**config.mk**
```make
export PLATFORM = sky130hd
export DESIGN_NAME = uart_cmd_sequencer
export DESIGN_NICKNAME = d
export VERILOG_FILES = /design/src/rtl/uart_cmd_sequencer.sv
export SDC_FILE = /design/constraint.sdc
export NUM_CORES = 1
export LEC_CHECK = 0
export ABC_AREA = 1
export CELL_PAD_IN_SITES_DETAIL_PLACEMENT = 1
export CELL_PAD_IN_SITES_GLOBAL_PLACEMENT = 2
export CORE_MARGIN = 2
export CORE_UTILIZATION = 26
export DETAILED_ROUTE_END_ITERATION = 10
export HOLD_SLACK_MARGIN = 0.12
export MAX_ROUTING_LAYER = met4
export PLACE_DENSITY_LB_ADDON = 0.1
export SYNTH_ARGS = -nofsm -noshare
export SYNTH_HDL_FRONTEND = slang
export SYNTH_SLANG_ARGS = --single-unit
export TNS_END_PERCENT = 50
```
**constraint.sdc**
```tcl
create_clock -name clk -period 2.9 [get_ports clk]
set_clock_uncertainty 0.2 [all_clocks]
set_input_delay 0.58 -clock clk [delete_from_list [all_inputs] [get_ports clk]]
set_output_delay 0.58 -clock clk [all_outputs]
set_load 0.005 [all_outputs]
```
**src/rtl/uart_cmd_sequencer.sv**
```systemverilog
// uart_cmd_sequencer
// Command sequencer driven by UART bytes. From IDLE it decodes command bytes:
// vector writes (0x01 / 0x02) steer the BRAM write controller and own the
// address counter, and operation commands (0x10-0x17) launch the processing
// unit once both vectors hold valid data.
// Optional feature macro: CMD_TIMEOUT_EN adds an idle watchdog to the write
// states. If the watchdog times out, the write is abandoned and timeout_err
// pulses. Without the macro, timeout_err is tied low and a write state can
// wait indefinitely.
module uart_cmd_sequencer #(
    parameter int N              = 1024,
    parameter int TIMEOUT_CYCLES = 1000000
) (
    input  logic       clk,
    input  logic       rst,
    input  logic       rx_ready,
    input  logic [7:0] rx_data,
    input  logic       wr_addr_inc,
    input  logic       wr_job_ok,
    input  logic       proc_done,
    output logic [9:0] addr,
    output logic       wr_en_ctrl,
    output logic       sel_a,
    output logic       sel_b,
    output logic       proc_start,
    output logic [2:0] proc_op,
    output logic       busy,
    output logic       cmd_err,
    output logic       timeout_err
);

    typedef enum logic [2:0] {
        ST_IDLE     = 3'd0,
        ST_WRITE_A  = 3'd1,
        ST_WRITE_B  = 3'd2,
        ST_START_OP = 3'd3,
        ST_WAIT_OP  = 3'd4
    } state_t;

    localparam logic [7:0] CMD_WRITE_A = 8'h01;
    localparam logic [7:0] CMD_WRITE_B = 8'h02;
    localparam logic [4:0] CMD_OP_HI   = 5'b00010;   // 0x10-0x17 share this upper field
    localparam logic [9:0] ADDR_LAST   = 10'(N - 1);

    state_t     state_r;
    state_t     next_state_s;
    logic [9:0] addr_r;
    logic [2:0] proc_op_r;
    logic       vec_a_valid_r;
    logic       vec_b_valid_r;
    logic       cmd_err_r;
    logic       cmd_err_s;
    logic       is_op_cmd_s;
    logic       in_write_s;
    logic       timeout_hit_s;

    assign is_op_cmd_s = (rx_data[7:3] == CMD_OP_HI);
    assign in_write_s  = (state_r == ST_WRITE_A) || (state_r == ST_WRITE_B);

`ifdef CMD_TIMEOUT_EN
    localparam int             TW       = $clog2(TIMEOUT_CYCLES + 1);
    localparam logic [TW-1:0]  TMO_LAST = TW'(TIMEOUT_CYCLES - 1);

    logic [TW-1:0] tmo_cnt_r;
    logic          timeout_err_r;

    // Any write-path activity in the same cycle keeps the write alive.
    assign timeout_hit_s = in_write_s && !rx_ready && !wr_addr_inc
                           && (tmo_cnt_r == TMO_LAST);

    // Idle watchdog: counts quiet cycles in the write states only.
    always_ff @(posedge clk) begin
        if (rst) begin
            tmo_cnt_r     <= {TW{1'b0}};
            timeout_err_r <= 1'b0;
        end else begin
            // A completed job on the expiry cycle wins; no error is reported.
            timeout_err_r <= timeout_hit_s && !wr_job_ok;
            if (!in_write_s || rx_ready || wr_addr_inc || timeout_hit_s) begin
                tmo_cnt_r <= {TW{1'b0}};
            end else begin
                tmo_cnt_r <= tmo_cnt_r + {{(TW-1){1'b0}}, 1'b1};
            end
        end
    end

    assign timeout_err = timeout_err_r;
`else
    assign timeout_hit_s = 1'b0;
    assign timeout_err   = 1'b0;
`endif

    // State register.
    always_ff @(posedge clk) begin
        if (rst) begin
            state_r <= ST_IDLE;
        end else begin
            state_r <= next_state_s;
        end
    end

    // Next-state logic and command-error detection.
    always_comb begin
        next_state_s = state_r;
        cmd_err_s    = 1'b0;
        case (state_r)
            ST_IDLE: begin
                if (rx_ready) begin
                    if (rx_data == CMD_WRITE_A) begin
                        next_state_s = ST_WRITE_A;
                    end else if (rx_data == CMD_WRITE_B) begin
                        next_state_s = ST_WRITE_B;
                    end else if (is_op_cmd_s && vec_a_valid_r && vec_b_valid_r) begin
                        next_state_s = ST_START_OP;
                    end else begin
                        // Unknown byte, or an operation before both vectors are valid.
                        next_state_s = ST_IDLE;
                        cmd_err_s    = 1'b1;
                    end
                end else begin
                    next_state_s = ST_IDLE;
                end
            end
            ST_WRITE_A, ST_WRITE_B: begin
                if (wr_job_ok || timeout_hit_s) begin
                    next_state_s = ST_IDLE;
                end else begin
                    next_state_s = state_r;
                end
            end
            ST_START_OP: begin
                next_state_s = ST_WAIT_OP;
            end
            ST_WAIT_OP: begin
                // Bytes arriving while an operation runs are dropped and flagged.
                cmd_err_s = rx_ready;
                if (proc_done) begin
                    next_state_s = ST_IDLE;
                end else begin
                    next_state_s = ST_WAIT_OP;
                end
            end
            default: begin
                next_state_s = ST_IDLE;
            end
        endcase
    end

    // Output decode from the state register only.
    always_comb begin
        wr_en_ctrl = 1'b0;
        sel_a      = 1'b0;
        sel_b      = 1'b0;
        proc_start = 1'b0;
        busy       = 1'b0;
        case (state_r)
            ST_IDLE: begin
                busy = 1'b0;
            end
            ST_WRITE_A: begin
                wr_en_ctrl = 1'b1;
                sel_a      = 1'b1;
                busy       = 1'b1;
            end
            ST_WRITE_B: begin
                wr_en_ctrl = 1'b1;
                sel_b      = 1'b1;
                busy       = 1'b1;
            end
            ST_START_OP: begin
                proc_start = 1'b1;
                busy       = 1'b1;
            end
            ST_WAIT_OP: begin
                busy = 1'b1;
            end
            default: begin
                busy = 1'b0;
            end
        endcase
    end

    // Address counter, operation code and vector-valid bookkeeping.
    always_ff @(posedge clk) begin
        if (rst) begin
            addr_r        <= 10'd0;
            proc_op_r     <= 3'd0;
            vec_a_valid_r <= 1'b0;
            vec_b_valid_r <= 1'b0;
        end else begin
            case (state_r)
                ST_IDLE: begin
                    if (next_state_s == ST_WRITE_A) begin
                        addr_r        <= 10'd0;
                        vec_a_valid_r <= 1'b0;
                    end else if (next_state_s == ST_WRITE_B) begin
                        addr_r        <= 10'd0;
                        vec_b_valid_r <= 1'b0;
                    end else if (next_state_s == ST_START_OP) begin
                        proc_op_r <= rx_data[2:0];
                    end else begin
                        addr_r <= addr_r;
                    end
                end
                ST_WRITE_A, ST_WRITE_B: begin
                    if (wr_job_ok) begin
                        // Job completion overrides a coincident address advance.
                        addr_r <= 10'd0;
                        if (state_r == ST_WRITE_A) begin
                            vec_a_valid_r <= 1'b1;
                        end else begin
                            vec_b_valid_r <= 1'b1;
                        end
                    end else if (timeout_hit_s) begin
                        // Abandoned write: the vector stays invalid.
                        addr_r <= 10'd0;
                    end else if (wr_addr_inc) begin
                        if (addr_r == ADDR_LAST) begin
                            addr_r <= 10'd0;
                        end else begin
                            addr_r <= addr_r + 10'd1;
                        end
                    end else begin
                        addr_r <= addr_r;
                    end
                end
                default: begin
                    addr_r <= addr_r;
                end
            endcase
        end
    end

    // Registered one-cycle command-error pulse.
    always_ff @(posedge clk) begin
        if (rst) begin
            cmd_err_r <= 1'b0;
        end else begin
            cmd_err_r <= cmd_err_s;
        end
    end

    assign addr    = addr_r;
    assign proc_op = proc_op_r;
    assign cmd_err = cmd_err_r;

endmodule

```
### Yosys cells after proc, flatten, opt, wreduce, memory -nomap -nowiden

Cells that the tools add are included.
W data, S select, Z words.

* output and inout bits: 20
* input bits: 14
* word-level logic and storage cells: 70
* register bits: 19

* reduce and logical (&&, ||, !) cells: 10
* bitwise gates (word level): 2
* equal/unequal tests: 19
* add/subtract/negate cells: 1
* muxes and demuxes: 32

Operator list (count)
* $mux W10: 5
* $pmux W10 S2: 1
* $mux W1: 16
* $eq A3 B2 Y1 const B: 4
* $pmux W3 S4: 1
* $add A10 B1 Y10 const B: 1
* $eq A10 B10 Y1 const B: 1
* $mux W3: 3
* $eq A8 B1 Y1 const B: 1
* $eq A8 B2 Y1 const B: 1
* $ne A2 B2 Y1 const B: 4
* $reduce_and A4 Y1: 2
* $eq A3 B1 Y1 const B: 2
* $mux W2: 3
* $pmux W1 S2: 3
* $eq A5 B2 Y1 const B: 1
* $reduce_and A5 Y1: 1
* $ne A2 B1 Y1 const B: 2
* $reduce_or A4 Y1: 1
* $eq A3 B3 Y1 const B: 1
* $logic_not A3 Y1: 1
* $ne A3 B1 Y1 const B: 1
* $ne A3 B3 Y1 const B: 1
* $reduce_and A3 Y1: 1
* other kinds (4): 6

### Depth between registers and ports, before layout

* depth in word-level cells: 12
* depth in mapped cells: 13
* gate-level depth less buffers: 13

### Least setup slack after synthesis

No wires, ideal clock.

* kind: input to register
* start point: input port rx_data[5]
* end point: register addr_r[0] (netlist: addr[0])
* required time: 2.585 ns
* setup time: 0.115 ns
* buffers on the path: 1
* stages on the path: 11
* setup slack: 1.049 ns
* arrival time: 1.536 ns
* cells stage by stage: nor2_1 > nand2_1 > nor2_1 > nor2_2 > nand2_2 > nand2_2 > nand2_2 > nand3_4 > buf_6 > a21oi_1 > nor2_1

* word-level cells in the longest chain between the ends: 11
* elaborated cells between the ends (all ways): 16
* classes of those cells: eq/ne: 6; mux: 7; reduce/logical: 3

RTL lines
* start, declared: line 17 `input logic [7:0] rx_data,`
* $eq A5 B2 Y1: line 57 `assign is_op_cmd_s = (rx_data[7:3] == CMD_OP_HI);`
* $logic_and A1 B1 Y1 (2 in series): line 113 `end else if (is_op_cmd_s && vec_a_valid_r && vec_b_valid_r) begin`
* $mux W2: line 113
* $mux W2: line 111 `end else if (rx_data == CMD_WRITE_B) begin`
* $mux W2 *: line 109 `if (rx_data == CMD_WRITE_A) begin`
* $mux W3 *: line 108 `if (rx_ready) begin`
* $pmux W3 S4 *: line 106 `case (state_r)`
* $eq A3 B1 Y1 / $eq A3 B2 Y1 (equally long branches): line 193, 196
* $ne A3 B3 Y1 (no source line) / $mux W10 (equally long branches)
* $reduce_and A3 Y1 (no source line) / $pmux W10 S2 (equally long branches)
* end signal, assigned: line 202 `addr_r <= addr_r;`
* end signal, assigned: line 221 `addr_r <= addr_r + 10'd1;`
* end signal, assigned: line 224 `addr_r <= addr_r;`
* end, declared: line 47 `logic [9:0] addr_r;`

Mark *: on every way between the ends. The rest lies on a longest branch, timed or not.
A chain may end at the register's enable or synchronous reset.

### Final worst setup path

* start point: register state_r[2]
* end point: output port busy

* word-level cells in the longest chain between the ends: 3
* elaborated cells between the ends (all ways): 6
* classes of those cells: eq/ne: 4; mux: 1; reduce/logical: 1

RTL lines
* start, declared: line 45 `state_t state_r;`
* start signal, assigned: line 98 `state_r <= next_state_s;`
* $eq A3 B1 Y1, or another cell as far along: line 156 `case (state_r)`
* $reduce_or A4 Y1 (no source line) *
* $mux W1 *: line 156
* end, declared: line 27 `output logic busy,`

Marked as above.

==> reports/summary.txt <==
endpoint class of the critical path - output pin
first-pass GRT wire length - 6065 µm
num rows - 25
final hold slack - 262.0 ps
Critical Setup Path Class - reg2out
# port buffers - 32
VDD IR-drop max - 0.1381 mV
Layout Cells excl Fill - 285
Lkg Pwr - 0.7092 nW
share of layout cells above drive strength 1 - 9.524%
Cell Pwr Density - 311.5 nW/µm²
DP Worst Slack - 311.1 ps
Total Routed Length - 3548 µm
Worst EP arrival - 1710 ps
worst-path maximum fanout - 6
Routed Antenna Nets - 0
post_cts resized - 0
gpl congestion - 0.7729
syn avg cell area - 6.218 µm²
Synth Cell Area - 1237 µm²
MaxCap Viol Count - 0
Sink Count - 19
CP startpoint kind - flop
CTS Hold Bufs - 0
placed cell count - 281
DR WL/cell - 12.45 µm
Reg clk slew, reported paths - 70 ps
vias in the first global route - 1334
total CTS buffers - 3
1st-pass router iterations - 4
nets - 247
largest net degree at the start of global routing - 17
Tot Pwr - 0.5095 mW
register area share after synthesis - 30.74%
status - complete, no violations
All-Layer GR Usage - 14.92%
slew margin rel. - 65.83%
width of the die - 72.99 µm
period utilization - 85.73%
Synth Register Bits - 19
worst hold path type - reg2reg
Post-Syn Instances - 199
Final HPWL DP - 2837 µm
Worst Setup Slack, final - 413.9 ps
Least-Margin Pin Slew - 512.0 ps
Final setup viols - 0
commonest non-fill, non-tap cell in the layout - nand2_1
Util after Layout - 35.09%
post-route DRC violation count - 0
Fin Setup TNS - 0 ps
CTS tree - built
Synth cell types - 28
Top Ports - 34
Die Y-Extent - 72.99 µm
CTS root buf - clkbuf_8
Setup Fix Bufs, Post-CTS - 0
fmax - 402.2 MHz
max-slew violation count - 0
Vias/cell - 4.768
worst skew pair latency - 260 ps
antenna violations before repair - 0
Synth area leaders - dfxtp_1, nand2_1, nor2_1, inv_1, nand3_1
die area - 5328 µm²
min cycle time layout - 2486 ps
Final Instance Area - 1635 µm²
clock buffer depth - 2
via count - 1359
Antenna diodes - 0
post-place instance area - 1590 µm²
most frequent cells in the layout - nand2_1, nor2_1, clkdlybuf4s50_1
1st-iter DRT viols - 76
Net Count, Synth - 214
Area Overhead vs Synth - 32.15%
RSZ-0062 raised after global routing - false
post-synth top area cell - dfxtp_1
Initial Utilization - 26.55%
CP Data Required Time - 2120 ps
Syn. warnings - 0
endpoints failing hold - 0
Synth top area share - 30.74%
core area - 4661 µm²
H-tree depth - 1
total global routing overflow - 0
[critical path, cell delays in order (launching register included)]
cell	delay (ps)
dfxtp_1	390
a21oi_1	260
nand2_1	180
o21ai_0	110
clkdlybuf4s50_1	520
[power by group]
| group | leakage [nW] | internal (mW) | switching [mW] |
|---|---|---|---|
| logic | 0.533 | 0.0272 | 0.0239 |
| clock network | 0.0228 | 0.0978 | 0.0952 |
| registers | 0.153 | 0.263 | 0.00240 |
[worst paths after layout]
| check | start | end | slack [ps] | depth (start not counted) |
|---|---|---|---|---|
| worst min register to register | vec_b_valid_r | vec_b_valid_r | 260 | 2 |
| worst max-delay path | state_r[2] | busy | 410 | 4 |
| worst min-delay path | vec_b_valid_r | vec_b_valid_r | 260 | 2 |
| worst max register to register | addr[0] | addr[9] | 710 | 12 |
[kinds of logic after synthesis]
kind of cell	Yosys count	share of synthesized area, %
and+or+nand+nor	120	44.49
adders and majority gates	1	1.011
buffers and inverters	30	10.72
DFF	19	30.74
xor gates and xnor gates	1	0.7079
AOI/OAI and AO/OA	27	12.03
other	1	0.3030
[routing by layer]
layer / global-route usage, % / wire length (µm) / vias up / part of all wire [%]
li1: - / - / 699 / -
met1: 20.37 / 1818 / 633 / 51
met2: 22.42 / 1572 / 23 / 44
met3: 2.348 / 114 / 4 / 3.2
met4: 4.938 / 42 / 0 / 1.2
met5: - / 0 / - / 0
[Yosys cell counts (all sizes together)]
master	number
inv	26
nor3	6
nor2	38
or2	3
o21ai	7
nand3	19
nand2	50
nand4	3
o21bai	2
conb	1
a21oi	16
buf	4
ha	1
dfxtp	19
o21a	1
a31oi	1
nand3b	1
xor2	1
[flip-flops by register name (all words and copies together) (netlist names)]
signal and flops:
vec_b_valid_r 1, addr 10, proc_op 3, vec_a_valid_r 1, state_r 3, cmd_err 1
[layout make-up]
type	count	area, µm²
fill	605	3025
multi-input combinational	150	724.4
sequential	19	380.4
timing repair buffer	32	320.3
inverter	26	97.59
tap	54	67.56
clock buffer	4	45.04
Power figures use the tool's default switching activity.
